## src/rtl/memory_transaction_stage.sv

```systemverilog
// Memory transaction stage of the rv32i pipeline: takes the execute closure,
// performs at most one data-memory access on a valid/ready request bus with a
// separate response channel, and produces the writeback closure.

package memory_transaction_stage_pkg;

   typedef enum logic [1:0] {
      REG_WRITE_FROM_COMPUTE   = 2'd0,
      REG_WRITE_FROM_MEMORY    = 2'd1,
      REG_WRITE_FROM_PC_PLUS_4 = 2'd2,
      REG_WRITE_FROM_IMMEDIATE = 2'd3
   } reg_write_source_t;

   typedef struct packed {
      logic              enable;
      logic [4:0]        which_register;
      reg_write_source_t source;
   } compute_reg_control_t;

endpackage

module memory_transaction_stage
   import memory_transaction_stage_pkg::*;
#(
   parameter int XLEN = 32
) (
   input  logic                 clk,
   input  logic                 reset,
   input  logic                 in_valid,
   output logic                 in_ready,
   input  compute_reg_control_t in_register_control,
   input  logic [XLEN-1:0]      in_compute_result,
   input  logic                 in_mem_enable,
   input  logic                 in_mem_write,
   input  logic [1:0]           in_mem_size,
   input  logic                 in_mem_unsigned,
   input  logic [XLEN-1:0]      in_mem_addr,
   input  logic [XLEN-1:0]      in_mem_w_data,
   output logic                 mem_req_valid,
   input  logic                 mem_req_ready,
   output logic                 mem_req_write,
   output logic [XLEN-1:0]      mem_req_addr,
   output logic [XLEN-1:0]      mem_req_w_data,
   output logic [3:0]           mem_req_byte_en,
   input  logic                 mem_resp_valid,
   input  logic [XLEN-1:0]      mem_resp_data,
   output logic                 stage_5_writeback_closure_valid,
   output compute_reg_control_t stage_5_writeback_register_control,
   output logic [XLEN-1:0]      stage_5_writeback_compute_result,
   output logic [XLEN-1:0]      stage_5_writeback_memory_r_data,
   output logic                 misalign_fault
);

   typedef enum logic [1:0] {
      IDLE = 2'd0,
      REQ  = 2'd1,
      RESP = 2'd2
   } state_t;

   state_t               state_q, state_d;
   logic                 req_write_q, req_write_d;
   logic [XLEN-1:0]      req_addr_q, req_addr_d;
   logic [XLEN-1:0]      req_w_data_q, req_w_data_d;
   logic [3:0]           req_byte_en_q, req_byte_en_d;
   logic [1:0]           ld_size_q, ld_size_d;
   logic                 ld_unsigned_q, ld_unsigned_d;
   logic [1:0]           ld_offset_q, ld_offset_d;
   compute_reg_control_t pend_ctrl_q, pend_ctrl_d;
   logic [XLEN-1:0]      pend_result_q, pend_result_d;
   logic                 out_valid_q, out_valid_d;
   compute_reg_control_t out_ctrl_q, out_ctrl_d;
   logic [XLEN-1:0]      out_result_q, out_result_d;
   logic [XLEN-1:0]      out_r_data_q, out_r_data_d;
   logic                 fault_q, fault_d;

   logic                 misaligned;
   logic [XLEN-1:0]      lane_w_data;
   logic [3:0]           lane_byte_en;
   logic [XLEN-1:0]      load_shifted;
   logic [XLEN-1:0]      load_ext;

   // Size 3 is treated as a word access, so it shares the word alignment rule.
   always_comb begin
      misaligned = 1'b0;
      case (in_mem_size)
         2'd0:    misaligned = 1'b0;
         2'd1:    misaligned = in_mem_addr[0];
         default: misaligned = (in_mem_addr[1:0] != 2'b00);
      endcase
   end

   // Replicate store data across the lanes and enable only the lanes being written.
   always_comb begin
      lane_w_data  = in_mem_w_data;
      lane_byte_en = 4'b1111;
      case (in_mem_size)
         2'd0: begin
            lane_w_data  = {4{in_mem_w_data[7:0]}};
            lane_byte_en = 4'b0001 << in_mem_addr[1:0];
         end
         2'd1: begin
            lane_w_data  = {2{in_mem_w_data[15:0]}};
            lane_byte_en = 4'b0011 << {in_mem_addr[1], 1'b0};
         end
         default: begin
            lane_w_data  = in_mem_w_data;
            lane_byte_en = 4'b1111;
         end
      endcase
   end

   // Bring the addressed bytes of the raw load word down to bit 0 and extend them.
   always_comb begin
      load_shifted = mem_resp_data >> {ld_offset_q, 3'b000};
      load_ext     = load_shifted;
      case (ld_size_q)
         2'd0:    load_ext = {{(XLEN-8){load_shifted[7] & ~ld_unsigned_q}}, load_shifted[7:0]};
         2'd1:    load_ext = {{(XLEN-16){load_shifted[15] & ~ld_unsigned_q}}, load_shifted[15:0]};
         default: load_ext = load_shifted;
      endcase
   end

   // Next-state logic: accept closures in IDLE, run the bus handshake, and emit
   // exactly one writeback closure per accepted input.
   always_comb begin
      state_d       = state_q;
      req_write_d   = req_write_q;
      req_addr_d    = req_addr_q;
      req_w_data_d  = req_w_data_q;
      req_byte_en_d = req_byte_en_q;
      ld_size_d     = ld_size_q;
      ld_unsigned_d = ld_unsigned_q;
      ld_offset_d   = ld_offset_q;
      pend_ctrl_d   = pend_ctrl_q;
      pend_result_d = pend_result_q;
      out_valid_d   = 1'b0;
      out_ctrl_d    = out_ctrl_q;
      out_result_d  = out_result_q;
      out_r_data_d  = out_r_data_q;
      fault_d       = 1'b0;

      case (state_q)
         IDLE: begin
            if (in_valid) begin
               if (!in_mem_enable) begin
                  out_valid_d  = 1'b1;
                  out_ctrl_d   = in_register_control;
                  out_result_d = in_compute_result;
                  out_r_data_d = '0;
               end else if (misaligned) begin
                  out_valid_d       = 1'b1;
                  out_ctrl_d        = in_register_control;
                  out_ctrl_d.enable = 1'b0;
                  out_result_d      = in_compute_result;
                  out_r_data_d      = '0;
                  fault_d           = 1'b1;
               end else begin
                  pend_ctrl_d   = in_register_control;
                  pend_result_d = in_compute_result;
                  req_write_d   = in_mem_write;
                  req_addr_d    = {in_mem_addr[XLEN-1:2], 2'b00};
                  req_w_data_d  = in_mem_write ? lane_w_data : '0;
                  req_byte_en_d = in_mem_write ? lane_byte_en : 4'b1111;
                  ld_size_d     = in_mem_size;
                  ld_unsigned_d = in_mem_unsigned;
                  ld_offset_d   = in_mem_addr[1:0];
                  state_d       = REQ;
               end
            end
         end
         REQ: begin
            if (mem_req_ready) begin
               if (req_write_q) begin
                  out_valid_d  = 1'b1;
                  out_ctrl_d   = pend_ctrl_q;
                  out_result_d = pend_result_q;
                  out_r_data_d = '0;
                  state_d      = IDLE;
               end else begin
                  state_d = RESP;
               end
            end
         end
         RESP: begin
            if (mem_resp_valid) begin
               out_valid_d  = 1'b1;
               out_ctrl_d   = pend_ctrl_q;
               out_result_d = pend_result_q;
               out_r_data_d = load_ext;
               state_d      = IDLE;
            end
         end
         default: state_d = IDLE;
      endcase
   end

   // State and closure registers; reset abandons any transaction in flight.
   always_ff @(posedge clk or posedge reset) begin
      if (reset) begin
         state_q       <= IDLE;
         req_write_q   <= 1'b0;
         req_addr_q    <= '0;
         req_w_data_q  <= '0;
         req_byte_en_q <= 4'b0000;
         ld_size_q     <= 2'd0;
         ld_unsigned_q <= 1'b0;
         ld_offset_q   <= 2'd0;
         pend_ctrl_q   <= '0;
         pend_result_q <= '0;
         out_valid_q   <= 1'b0;
         out_ctrl_q    <= '0;
         out_result_q  <= '0;
         out_r_data_q  <= '0;
         fault_q       <= 1'b0;
      end else begin
         state_q       <= state_d;
         req_write_q   <= req_write_d;
         req_addr_q    <= req_addr_d;
         req_w_data_q  <= req_w_data_d;
         req_byte_en_q <= req_byte_en_d;
         ld_size_q     <= ld_size_d;
         ld_unsigned_q <= ld_unsigned_d;
         ld_offset_q   <= ld_offset_d;
         pend_ctrl_q   <= pend_ctrl_d;
         pend_result_q <= pend_result_d;
         out_valid_q   <= out_valid_d;
         out_ctrl_q    <= out_ctrl_d;
         out_result_q  <= out_result_d;
         out_r_data_q  <= out_r_data_d;
         fault_q       <= fault_d;
      end
   end

   // in_ready is also held low while reset is asserted so every output reads 0.
   assign in_ready                           = (state_q == IDLE) && !reset;
   assign mem_req_valid                      = (state_q == REQ);
   assign mem_req_write                      = req_write_q;
   assign mem_req_addr                       = req_addr_q;
   assign mem_req_w_data                     = req_w_data_q;
   assign mem_req_byte_en                    = req_byte_en_q;
   assign stage_5_writeback_closure_valid    = out_valid_q;
   assign stage_5_writeback_register_control = out_ctrl_q;
   assign stage_5_writeback_compute_result   = out_result_q;
   assign stage_5_writeback_memory_r_data    = out_r_data_q;
   assign misalign_fault                     = fault_q;

endmodule
```

## config.mk

```make
export PLATFORM = sky130hd
export DESIGN_NAME = memory_transaction_stage
export DESIGN_NICKNAME = d
export VERILOG_FILES = /design/src/rtl/memory_transaction_stage.sv
export SDC_FILE = /design/constraint.sdc
export NUM_CORES = 1
export LEC_CHECK = 0
export CAP_MARGIN = 40
export CORE_UTILIZATION = 45
export DETAILED_ROUTE_END_ITERATION = 8
export HOLD_SLACK_MARGIN = 0.06
export PLACE_DENSITY = 0.82
export SKIP_LAST_GASP = 1
export SLEW_MARGIN = 40
export SYNTH_ARGS = -nofsm -noshare
export SYNTH_HDL_FRONTEND = slang
export SYNTH_SLANG_ARGS = --single-unit
```

## constraint.sdc

```tcl
create_clock -name clk -period 16.75 [get_ports clk]
set_input_delay 3.35 -clock clk [delete_from_list [all_inputs] [get_ports clk]]
set_output_delay 3.35 -clock clk [all_outputs]
set_load 0.02 [all_outputs]
```

After elaboration in Yosys (flattened, before gate mapping)
Index checks and enable logic that the tools add are counted.
{"block": "word_totals", "register_bits": 188, "out_inout_bits": 145, "inputBits": 146, "elab_cells": 91}
{"block": "op_classes", "n_eq_ne": 11, "n_reduce_logical": 10, "shifts": 3, "mux": 44, "n_bitwise": 4}
{"cell": "2-to-1 mux 32 bit", "count": 13}
{"cell": "one-hot mux 32 bit (3 select lines)", "count": 2}
{"cell": "one-hot mux 32 bit (2 select lines)", "count": 2}
{"cell": "2-to-1 mux 8 bit", "count": 6}
{"cell": ">> shifter 32 x 5 -> 32 bit", "count": 1}
{"cell": "one-hot mux 8 bit (3 select lines)", "count": 1}
{"cell": "2-to-1 mux 2 bit", "count": 6}
{"cell": "2-to-1 mux 1 bit", "count": 9}
{"cell": "inequality test 2 bit, second input constant", "count": 4}
{"cell": "one-hot mux 4 bit (2 select lines)", "count": 1}
{"cell": "equality test 2 x 1 -> 1 bit, second input constant", "count": 3}
{"cell": "zero test 2 bit", "count": 3}
{"cell": "one-hot mux 2 bit (3 select lines)", "count": 1}
{"cell": "AND reduction 6 bit", "count": 1}
{"cell": "AND reduction 5 bit", "count": 1}
{"cell": "2-to-1 mux 4 bit", "count": 1}
{"cell": "inequality test 2 x 1 -> 1 bit, second input constant", "count": 2}
{"cell": "AND reduction 4 bit", "count": 1}
{"cell": "left shift 1 x 2 -> 4 bit, first input constant", "count": 1}
{"cell": "left shift 2 x 2 -> 4 bit, first input constant", "count": 1}
{"cell": "inequality test 3 bit, second input constant", "count": 1}
{"cell": "one-hot mux 1 bit (3 select lines)", "count": 1}
{"cell": "nonzero test 3 bit", "count": 1}
{"cell": "bitwise AND 1 bit", "count": 2}
{"cell": "6 further kinds", "count": 7}

Longest topological paths before layout
{"block": "logic_depth", "word_depth": 6, "ltp_mapped": 9, "ltp_nobuf": 6}

Least setup slack after synthesis
No wires, ideal clock.
{"block": "synth_path", "path_kind": "input to output", "start": "in reset", "end": "out in_ready", "cell_stages": 1, "arrival_ns": 3.654, "path_buffers": 0, "path_slack_ns": 9.746, "required_ns": 13.400, "path_cell_list": "nor2b_1"}
{"block": "synth_between", "elab_chain_cells": 2}
{"item": "from (decl)", "line": "28", "rtl": "input logic reset,"}
{"item": "zero test 1 bit", "line": "235", "rtl": "assign in_ready = (state_q == IDLE) && !reset;"}
{"item": "logical AND 1 bit", "line": "235"}
{"item": "to (decl)", "line": "30", "rtl": "output logic in_ready,"}
No other way between the ends.

Worst setup path after layout
Ends and elaborated chain as after synthesis.

==> summary.txt <==
All-Layer GR Usage: 0.230
Root Buffer: clkbuf_16
Pre-CTS setup slack: 8.79 ns
Maxcap violations: 0
Static Leakage: 5.29 nW
Worst path arrival time: 4.65 ns
Drt pass-1 iters: 5
Crit path largest cell delay: 0.61 ns
Vias per cell: 5.29
Die height: 142 um
CP Max Fanout: 2
Slew @ Worst Pin: 0.809 ns
Final core utilization: 0.655
Cell Pwr Density: 195 mW/mm^2
Largest cells by area after synthesis: dfrtp_1, mux2_2, mux2i_1
Synthesis-stage register bit count: 188
Primary FF master, synth: dfrtp_1
Crit. End Element: output pin
Setup bufs post-CTS: 0
Largest net degree at the start of global routing: 113
Final hold slack: 0.482 ns
Row cnt: 50
Slew margin rel.: 0.459
Yosys synthesis warning count: 0
First-pass GRT wire length: 35.5 mm
CTS HTree Levels: 4
Crit-path slowest cell: clkdlybuf4s50_1
CP Launch Type: primary input
Post-synthesis compound-gate area fraction: 0.0974
Most used cell, CP: clkdlybuf4s50_1
Core area: 0.0190 mm^2
Max Fclk: 125 MHz
Outcome: complete, no violations
Critical path class: primary input to output pin
DP Wirelength: 15.3 mm
Share of cells above drive strength 1: 0.215
Worst IR drop on VDD: 0.122 mV
GRT Residual Overflow: 0
Area share of the largest cell type after synthesis: 0.535
Routed via count: 6513
Clock Skews: 0.0114 ns
Number of global-route vias before repair: 6738
Fin crit period: 8.00 ns
Largest family of logic cells by synthesized area: multiplexers
Post-Synthesis Cell Area: 0.00879 mm^2
Crit share post-route: 0.477
Total negative slack: 0 ns
Dpl cells: 1199
Worst hold path class: flop to flop
Initial antenna violation count: 0
Post-Layout Cell Count: 1231
CTS tree: built
Synth Area in XOR/XNOR: 0
Number of enable flip-flop cells after synthesis: 0
IO Count: 291
Setup Viol. Count Final: 0
Clk_lat worst skew: 0.43 ns
Drt drc: 0
Port buffer count: 288
PnR worst setup slack: 8.75 ns
RSZ-0062 raised after global routing: no
Post-CTS sizing: 0
# hold bufs at CTS: 0
Post-Syn Area per Cell: 12.6 um^2
Post-Synth Simple-Gate Area: 0.0482
CP Cell Sequence: clkdlybuf4s50_1, nor2b_1, clkdlybuf4s50_1
Area delta synth->final: 41.3%
CTS max path bufs: 2
Synth unique cells: 41
Initial core utilization: 0.464
Max-slew violation total from the final report: 0
Nets: 1108
CTS Buf Count: 17
Final hold vios: 0
Post-synthesis instance total: 697
Final WL: 22.3 mm
Clock transition at path regs: 0.07 ns
Count leader, synth: dfrtp_1
Die area: 0.0201 mm^2
Post-synth top cells: dfrtp_1, mux2_2, nand2_1
Post-synth ARST share: 1.00
Synth Area in Adders: 0.00569
Diode count: 0
Worst Path Required: 13.40 ns
Register area share after synthesis: 0.535
Mux cell area share after synthesis: 0.269
Clock sink count: 188
Routability cong.: 0.837
Routed Antenna Nets: 0
Routed length per instance: 18.1 um
Starting DRC count in detailed routing: 319
Biggest area consumer among synthesized cells: dfrtp_1
Die extent in x: 142 um
[metal layers]
| layer | vias to the layer above | GRT usage | wire (um) |
|---|---|---|---|
| li1 | 3012 | - | - |
| met2 | 259 | 0.383 | 10900 |
| met3 | 17 | 0.0850 | 1960 |
| met1 | 3225 | 0.281 | 9170 |
| met4 | 0 | 0.0589 | 234 |
| met5 | - | 0 | 0 |
[per-stage QoR]
step / cell area, um^2 / power [W]
3_3_place_gp: 11800 / 0.00197
3_5_place_dp: 11800 / 0.00201
5_1_grt: 12400 / 0.00256
6_report: 12400 / 0.00242
2_1_floorplan: 8790 / 0.00153
4_1_cts: 12400 / 0.00244
[report_power, final]
group	switching [W]	leakage, nW	internal, W	total [W]
Clock	0.000193	0.306	0.000231	0.000424
Combinational	0.000568	2.65	0.000625	0.00119
Sequential	0.000131	2.33	0.000670	0.000801
[cell type report]
type / count / area [um^2]
clock buffers: 18 / 439
clock inverters: 14 / 184
fillers: 1444 / 6540
inverters: 18 / 80.1
multi-input cells: 438 / 3740
flip-flops and latches: 188 / 4700
well taps: 260 / 325
repair buffers: 295 / 2950
[path summary, 6_finish.rpt]
| check | start | endpoint | slack (ns) | cells past startpoint |
|---|---|---|---|---|
| worst max-delay path | reset | in_ready | 8.75 | 3 |
| worst min-delay path | mem_req_w_data[12] | mem_req_w_data[12] | 0.48 | 2 |
| worst max register to register | state_q[0] | stage_5_writeback_compute_result[4] | 13.86 | 7 |
| worst min register to register | mem_req_w_data[12] | mem_req_w_data[12] | 0.48 | 2 |
| max in group asynchronous | reset | mem_req_addr[2] | 12.16 | 3 |
| min in group asynchronous | reset | mem_req_addr[21] | 3.39 | 2 |
[state kept, by name, indices dropped and copies added (netlist names), 2 cells and up]
name,flops
stage_5_writeback_memory_r_data,32
pend_result_q,32
mem_req_byte_en,4
ld_offset_q,2
state_q,2
mem_req_addr,30
ld_size_q,2
pend_ctrl_q,8
stage_5_writeback_register_control,8
mem_req_w_data,32
stage_5_writeback_compute_result,32
[logic make-up after synthesis]
group / after synthesis
other cells: 1
mux: 211
compound gates: 118
simple gates: 103
buf+inv: 72
fa+ha+maj: 4
flops: 188
[critical path: cells and delay by family]
| family | cells | cell delay, ns |
|---|---|---|
| buffers and inverters | 2 | 1.13 |
| AND/OR/NAND/NOR | 1 | 0.16 |
[cell usage in the layout (no fill, tap or decap), types with 2 or more instances in the layout]
cell type,instances
clkdlybuf4s50_1,288
dfrtp_1,188
mux2_2,152
nand2_1,86
o21ai_0,49
mux2i_1,46
inv_1,17
clkbuf_16,17
a32o_1,16
o31ai_1,13
a22o_1,9
mux2_4,9
o211ai_1,8
a22oi_1,7
nor2_1,5
a2bb2oi_1,5
clkinv_4,5
buf_4,4
mux2_1,3
nor2b_1,3
clkinv_8,3
ha_1,3
inv_8,3
buf_6,3
nand3b_1,2
a21oi_1,2
o21bai_1,2
conb_1,2
bufinv_16,2
(Power assumes the default switching activity.)
